===== config.mk =====
export PLATFORM = sky130hd
export DESIGN_NAME = data_mem_responder
export DESIGN_NICKNAME = d
export VERILOG_FILES = /design/src/rtl/mem_pkg.sv /design/src/rtl/mem_lane_align.sv /design/src/rtl/data_mem_responder.sv
export SDC_FILE = /design/constraint.sdc
export NUM_CORES = 2
export LEC_CHECK = 0
export BUFFER_PORTS_ARGS = -buffer_cell sky130_fd_sc_hd__buf_2
export CORE_MARGIN = 10
export CORE_UTILIZATION = 40
export CTS_BUF_LIST = sky130_fd_sc_hd__clkbuf_4 sky130_fd_sc_hd__clkbuf_8 sky130_fd_sc_hd__clkbuf_16
export DETAILED_ROUTE_END_ITERATION = 8
export GPL_ROUTABILITY_DRIVEN = 0
export RECOVER_POWER = 25
export SETUP_SLACK_MARGIN = 0.3
export SLEW_MARGIN = 30
export SYNTH_ARGS = -nofsm -noshare
export SYNTH_HDL_FRONTEND = slang
export SYNTH_SLANG_ARGS = --single-unit

===== constraint.sdc =====
create_clock -name clk -period 7 [get_ports clk]
set_input_delay 1.4 -clock clk [delete_from_list [all_inputs] [get_ports clk]]
set_output_delay 1.4 -clock clk [all_outputs]
set_load 0.005 [all_outputs]

===== src/rtl/mem_pkg.sv =====
// Shared definitions for the data-memory responder: word width, RV32I
// load/store size codes and the responder state encoding.
package mem_pkg;

  localparam int WORD_W = 32;

  // funct3 size/sign codes shared by loads and stores
  localparam logic [2:0] F3_B  = 3'b000;
  localparam logic [2:0] F3_H  = 3'b001;
  localparam logic [2:0] F3_W  = 3'b010;
  localparam logic [2:0] F3_BU = 3'b100;
  localparam logic [2:0] F3_HU = 3'b101;

  typedef enum logic [1:0] {
    IDLE = 2'd0,
    BUSY = 2'd1,
    RESP = 2'd2
  } state_e;

endpackage


===== src/rtl/mem_lane_align.sv =====
// Byte-lane steering for one access: store byte enables and replicated write
// word, sign/zero-extended load word, and alignment/encoding error flags.
module mem_lane_align
  import mem_pkg::*;
(
  input  logic [2:0]        funct3,
  input  logic              is_store,
  input  logic [1:0]        addr_lo,
  input  logic [WORD_W-1:0] wdata,
  input  logic [WORD_W-1:0] rword,
  output logic [3:0]        be,
  output logic [WORD_W-1:0] wword,
  output logic [WORD_W-1:0] rdata_ext,
  output logic              misalign,
  output logic              bad_funct3
);

  logic [WORD_W-1:0] shifted;
  logic [7:0]        byte_sel;
  logic [15:0]       half_sel;

  // Decode size code into lanes, extension and error flags
  always_comb begin
    // NOTE: every output gets a default first so no path through the case
    // leaves a signal unassigned, which would otherwise infer a latch.
    be         = '0;
    wword      = '0;
    rdata_ext  = '0;
    misalign   = 1'b0;
    bad_funct3 = 1'b0;
    shifted    = rword >> {addr_lo, 3'b000};
    byte_sel   = shifted[7:0];
    half_sel   = addr_lo[1] ? rword[31:16] : rword[15:0];

    case (funct3)
      F3_B: begin
        be        = 4'b0001 << addr_lo;
        wword     = {4{wdata[7:0]}};
        rdata_ext = {{24{byte_sel[7]}}, byte_sel};
      end
      F3_H: begin
        misalign  = addr_lo[0];
        be        = addr_lo[1] ? 4'b1100 : 4'b0011;
        wword     = {2{wdata[15:0]}};
        rdata_ext = {{16{half_sel[15]}}, half_sel};
      end
      F3_W: begin
        misalign  = (addr_lo != 2'b00);
        be        = 4'b1111;
        wword     = wdata;
        rdata_ext = rword;
      end
      F3_BU: begin
        bad_funct3 = is_store;
        rdata_ext  = {24'd0, byte_sel};
      end
      F3_HU: begin
        misalign   = addr_lo[0];
        bad_funct3 = is_store;
        rdata_ext  = {16'd0, half_sel};
      end
      default: bad_funct3 = 1'b1;
    endcase
  end

endmodule


===== src/rtl/data_mem_responder.sv =====
// Data-memory responder: accepts one load/store at a time, waits LATENCY
// cycles, then performs the RAM access and presents a one-cycle response.
module data_mem_responder
  import mem_pkg::*;
#(
  parameter int DEPTH   = 64,
  parameter int LATENCY = 2
) (
  input  logic              clk,
  input  logic              rst,
  input  logic              req_valid,
  output logic              req_ready,
  input  logic              req_we,
  input  logic [31:0]       req_addr,
  input  logic [WORD_W-1:0] req_wdata,
  input  logic [2:0]        req_funct3,
  output logic              rsp_valid,
  output logic [WORD_W-1:0] rsp_rdata,
  output logic              rsp_err
);

  localparam int         IDX_W    = (DEPTH > 1) ? $clog2(DEPTH) : 1;
  localparam logic [3:0] CNT_INIT = 4'(LATENCY > 1 ? LATENCY - 2 : 0);

  state_e            state_q, state_d;
  logic [3:0]        cnt_q, cnt_d;
  logic              we_q, we_d;
  logic [31:0]       addr_q, addr_d;
  logic [WORD_W-1:0] wdata_q, wdata_d;
  logic [2:0]        funct3_q, funct3_d;
  logic [WORD_W-1:0] rsp_rdata_q, rsp_rdata_d;
  logic              rsp_err_q, rsp_err_d;

  logic              hs;
  logic              enter_resp;
  logic              acc_we;
  logic [31:0]       acc_addr;
  logic [WORD_W-1:0] acc_wdata;
  logic [2:0]        acc_funct3;
  logic              range_err, acc_err, ram_we;
  logic [IDX_W-1:0]  ram_idx;
  logic [WORD_W-1:0] rword, wword, rdata_ext;
  logic [3:0]        be;
  logic              misalign, bad_funct3;

  logic [WORD_W-1:0] ram [DEPTH];

  assign hs = req_valid & req_ready;

  // State, counter, request latch and response registers
  always_ff @(posedge clk or posedge rst) begin
    if (rst) begin
      // NOTE: sequential state uses non-blocking assignments so every flop
      // samples pre-edge values regardless of statement order.
      state_q     <= IDLE;
      cnt_q       <= '0;
      we_q        <= 1'b0;
      addr_q      <= '0;
      wdata_q     <= '0;
      funct3_q    <= '0;
      rsp_rdata_q <= '0;
      rsp_err_q   <= 1'b0;
    end else begin
      state_q     <= state_d;
      cnt_q       <= cnt_d;
      we_q        <= we_d;
      addr_q      <= addr_d;
      wdata_q     <= wdata_d;
      funct3_q    <= funct3_d;
      rsp_rdata_q <= rsp_rdata_d;
      rsp_err_q   <= rsp_err_d;
    end
  end

  // Next state: accept in IDLE, count down in BUSY, single response cycle
  always_comb begin
    state_d  = state_q;
    cnt_d    = cnt_q;
    we_d     = we_q;
    addr_d   = addr_q;
    wdata_d  = wdata_q;
    funct3_d = funct3_q;
    unique case (state_q)
      IDLE: if (hs) begin
        we_d     = req_we;
        addr_d   = req_addr;
        wdata_d  = req_wdata;
        funct3_d = req_funct3;
        cnt_d    = CNT_INIT;
        state_d  = (LATENCY > 1) ? BUSY : RESP;
      end
      BUSY: begin
        if (cnt_q == 4'd0) state_d = RESP;
        else               cnt_d   = cnt_q - 4'd1;
      end
      RESP:    state_d = IDLE;
      default: state_d = IDLE;
    endcase
  end

  // Handshake and response strobe follow the current state only
  always_comb begin
    req_ready = (state_q == IDLE);
    rsp_valid = (state_q == RESP);
    rsp_rdata = rsp_rdata_q;
    rsp_err   = rsp_err_q;
  end

  // With LATENCY=1 the RAM access happens on the accept edge itself, so the
  // access fields come straight from the request port while still in IDLE.
  always_comb begin
    acc_we      = (state_q == IDLE) ? req_we     : we_q;
    acc_addr    = (state_q == IDLE) ? req_addr   : addr_q;
    acc_wdata   = (state_q == IDLE) ? req_wdata  : wdata_q;
    acc_funct3  = (state_q == IDLE) ? req_funct3 : funct3_q;
    enter_resp  = (state_d == RESP) && (state_q != RESP);
    range_err   = (acc_addr[31:2] >= 30'(DEPTH));
    acc_err     = range_err | misalign | bad_funct3;
    ram_we      = enter_resp & acc_we & ~acc_err;
    ram_idx     = acc_addr[IDX_W+1:2];
    rword       = ram[ram_idx];
    rsp_rdata_d = rsp_rdata_q;
    rsp_err_d   = rsp_err_q;
    if (enter_resp) begin
      rsp_err_d   = acc_err;
      rsp_rdata_d = (acc_err || acc_we) ? '0 : rdata_ext;
    end
  end

  mem_lane_align u_align (
    .funct3     (acc_funct3),
    .is_store   (acc_we),
    .addr_lo    (acc_addr[1:0]),
    .wdata      (acc_wdata),
    .rword      (rword),
    .be         (be),
    .wword      (wword),
    .rdata_ext  (rdata_ext),
    .misalign   (misalign),
    .bad_funct3 (bad_funct3)
  );

  // Byte-enabled RAM write; a reset on the same edge suppresses the store
  always_ff @(posedge clk) begin
    // NOTE: the RAM array has no reset; its contents are undefined until
    // written, and only the write enable is gated by rst.
    if (ram_we && !rst) begin
      for (int b = 0; b < 4; b++) begin
        if (be[b]) ram[ram_idx][8*b +: 8] <= wword[8*b +: 8];
      end
    end
  end

endmodule


==> results.py <==
metrics = {
    "drt": {
        "final_antenna_net_count": 0,
        "drt_iter0_markers": 9179,
        "vias": 56728,
        "drt_wl_total_microns": 294000,
        "vias_per_cell": 6.29,
        "drc": 0,
        "routedWlPerCell_microns": 32.6,
        "drt_first_pass_iters": 7,
    },
    "sta": {
        "drv_slew": 832,
        "hold_viol": 0,
        "final.min_clock_period_ns": 6.08,
        "clock_skew_ns": 0.0589,
        "setup-violations-final": 0,
        "slew_headroom_pct": -118,
        "tightest_slew_ns": 3.28,
        "setup_slack_ns": 0.922,
        "fin_tns_setup_ns": 0,
        "min_period_over_period_pct": 86.8,
        "timing.hold.ws_ns": 0.475,
        "rsz0062_at_grt": "false",
        "fmax_mhz": 165,
    },
    "die": {
        "start_util_pct": 40.3,
        "die-width_microns": 477,
        "rows": 167,
        "die_h_microns": 477,
        "fp.dieArea_sq_um": 228000,
        "design.core.area_sq_um": 207000,
        "boundaryPins": 106,
    },
    "run_status": {
        "violations": "max-capacitance violations, max-slew violations",
        "outcome": "finished, violations left",
    },
    "yosys": {
        "syn_inst": 5685,
        "yosys_warnings": 0,
        "synth_nets": 5758,
        "postSynthAreaPerCell_sq_um": 14.7,
        "synth_area_sq_um": 83600,
        "ys_ff_latch": 2155,
        "synthFlopType": "edfxtp_1",
        "yosysSeqAreaShare_pct": 76.7,
        "synth-async-reset-ratio_pct": 4.97,
        "synth_cell_types": 86,
        "synth_edf_count": 2048,
    },
    "power": {
        "peakVddDrop_uv": 543,
        "power.density_nw_per_um2": 490,
        "power_leakage_nw": 32.2,
    },
    "layout": {
        "final_cells": 9013,
        "mostFrequentLayoutCell": "edfxtp_1",
        "num-fill-cells": 17763,
        "drive_above_1_share_pct": 16.0,
        "layout_common_cells": "2,048 x edfxtp_1, 852 x nand2_1, 593 x o22ai_1",
        "multi_input_area_sq_um": 17900,
        "layout.nets": 6104,
        "post-route-cell-area_sq_um": 97000,
        "regArea_sq_um": 64200,
        "syn_to_final_growth_pct": 16.0,
    },
    "global_routing": {
        "overflow": 0,
        "grt_use_total_pct": 24.7,
        "grt_max_degree": 90,
        "grt_pass1_vias": 53246,
        "antenna_found_initial": 18,
        "grt_first_pass_wirelength_microns": 410000,
    },
    "worst_setup_path": {
        "path_delay_family": "buffers and inverters",
        "path_cells": "buf_4 -> or2_2 -> inv_6 -> clkbuf_1 -> mux2i_4 -> nor2_1 -> buf_4",
        "path_buf_inv": 4,
        "path_class": "reg -> reg",
        "startpoint_type": "register",
        "cp_common_cell": "buf_4",
        "slowest_delay_ns": 1.87,
        "crit_start": "state_q[1]",
        "setup.worst_path.end_class": "register",
        "rrSetupSlack_ns": 0.92,
        "worst-path-stages": 7,
        "crit_end": "ram[3][6]",
        "worstPathArrival_ns": 6.65,
        "reg2reg_from": "state_q[1]",
        "critPathMaxFanout": 48,
        "worstReg2RegEnd": "ram[3][6]",
        "crit_slowest_cell": "clkbuf_1",
        "worstPathRequired_ns": 7.58,
        "reg2regPathDepth": 7,
    },
    "clock_tree": {
        "cts.clk_slew.worst_paths_ns": 0.06,
        "cts_buffers": 214,
        "root_buffer": "clkbuf_16",
        "htreeDepth": 4,
        "ctsHoldBuffers": 0,
        "insertion_delay_ns": 0.89,
        "clock_sinks": 2155,
        "cts_setup_buffers": 0,
        "tritoncts": "built",
        "post_cts_resized": 0,
        "clockBufferDepth": 3,
    },
    "placed_design": {
        "dp.cells": 8597,
        "hpwl_microns": 184000,
        "placed_area_sq_um": 89900,
        "io_buffers": 105,
        "dpl_worst_slack_ns": 1.16,
    },
    "job": {
        "maxCapViolCount": 14,
    },
    "worst_hold_path": {
        "min_path_type": "reg -> reg",
    },
}
final cells by class:
type                    count  share of cell area [%]
repair buffers            535                    4.32
clock buffers             278                    6.10
multi-input cells        3114                    18.5
clock inverters           117                    1.21
inverters                  11                  0.0490
flip-flops and latches   2155                    66.2
well taps                2788                    3.60
diodes                     15                  0.0387
per-layer routing:
metal / GRT usage (%) / vias to the layer above / wire length (microns)
li1: - / 23033 / -
met1: 33.5 / 28771 / 111000
met2: 36.2 / 4189 / 128000
met3: 7.03 / 717 / 38600
met4: 12.1 / 18 / 15800
met5: 0.315 / - / 215
report_power, final:
group / internal, mW / switching (mW)
Sequential: 17.4 / 0.205
Combinational: 4.26 / 14.1
Clock: 6.50 / 5.04
through the flow:
stage | utilization [%] | power, mW
2_1_floorplan | - | 26.6
3_3_place_gp | 43.2 | 35.1
3_5_place_dp | 43.3 | 35.5
4_1_cts | 46.7 | 46.8
5_1_grt | 46.7 | 48.4
6_report | 46.7 | 47.5
worst register-to-register path, stage by stage (launching register included):
cell      delay [ns]
dfrtp_1         0.36
buf_4           0.23
or2_2           0.40
inv_6           0.28
clkbuf_1        1.89
mux2i_4         0.62
nor2_1          1.36
buf_4           0.61
worst min-delay path by stage:
stage,depth (start not counted),start,end,slack [ns]
2_1_floorplan,2,wdata_q[0],wdata_q[0],0.44
3_3_place_gp,2,addr_q[23],addr_q[23],0.46
3_5_place_dp,2,wdata_q[23],wdata_q[23],0.46
4_1_cts,2,wdata_q[23],wdata_q[23],0.48
5_1_grt,2,addr_q[28],addr_q[28],0.50
6_report,2,wdata_q[23],wdata_q[23],0.47
Yosys cell counts (16+ instances only):
| cell type | n | share of area [%] |
|---|---|---|
| o221ai_1 | 61 | 0.64 |
| nor3_1 | 276 | 1.7 |
| and3_1 | 28 | 0.21 |
| a31oi_1 | 88 | 0.66 |
| o21ai_0 | 104 | 0.62 |
| nor2_1 | 269 | 1.2 |
| buf_2 | 217 | 1.3 |
| buf_1 | 36 | 0.16 |
| nand3_1 | 124 | 0.74 |
| dfrtp_1 | 107 | 3.2 |
| edfxtp_1 | 2048 | 74 |
| a32oi_1 | 39 | 0.41 |
| o211ai_1 | 28 | 0.25 |
| nor4_1 | 78 | 0.58 |
| o22ai_1 | 598 | 4.5 |
| clkbuf_1 | 91 | 0.41 |
| buf_6 | 16 | 0.22 |
| o31ai_1 | 17 | 0.15 |
| a21oi_1 | 156 | 0.93 |
| buf_4 | 44 | 0.40 |
| a32o_1 | 41 | 0.49 |
| a22oi_1 | 19 | 0.17 |
| nand2_1 | 858 | 3.9 |
| mux2i_1 | 105 | 1.3 |
state kept, by name (all words and copies together), names as in the netlist:
register	count
addr_q	32
cnt_q	4
funct3_q	3
ram	2048
rsp_err	1
rsp_rdata	32
state_q	2
wdata_q	32
we_q	1
logic make-up (layout without fill, tap and decap cells):
| family | after synthesis | after routing | share of synthesized area (%) |
|---|---|---|---|
| AO/OA/AOI/OAI | 1267 | 1267 | 10.1 |
| AND/OR/NAND/NOR | 1717 | 1717 | 8.99 |
| adder cells (fa/ha/maj) | 2 | 2 | 0.0299 |
| multiplexers | 126 | 126 | 1.60 |
| other | 0 | 15 | 0 |
| flip-flops | 2155 | 2155 | 76.7 |
| XOR/XNOR | 2 | 2 | 0.0210 |
| buffers and inverters | 416 | 941 | 2.55 |
Note: power is estimated with default switching activity, not from simulation.
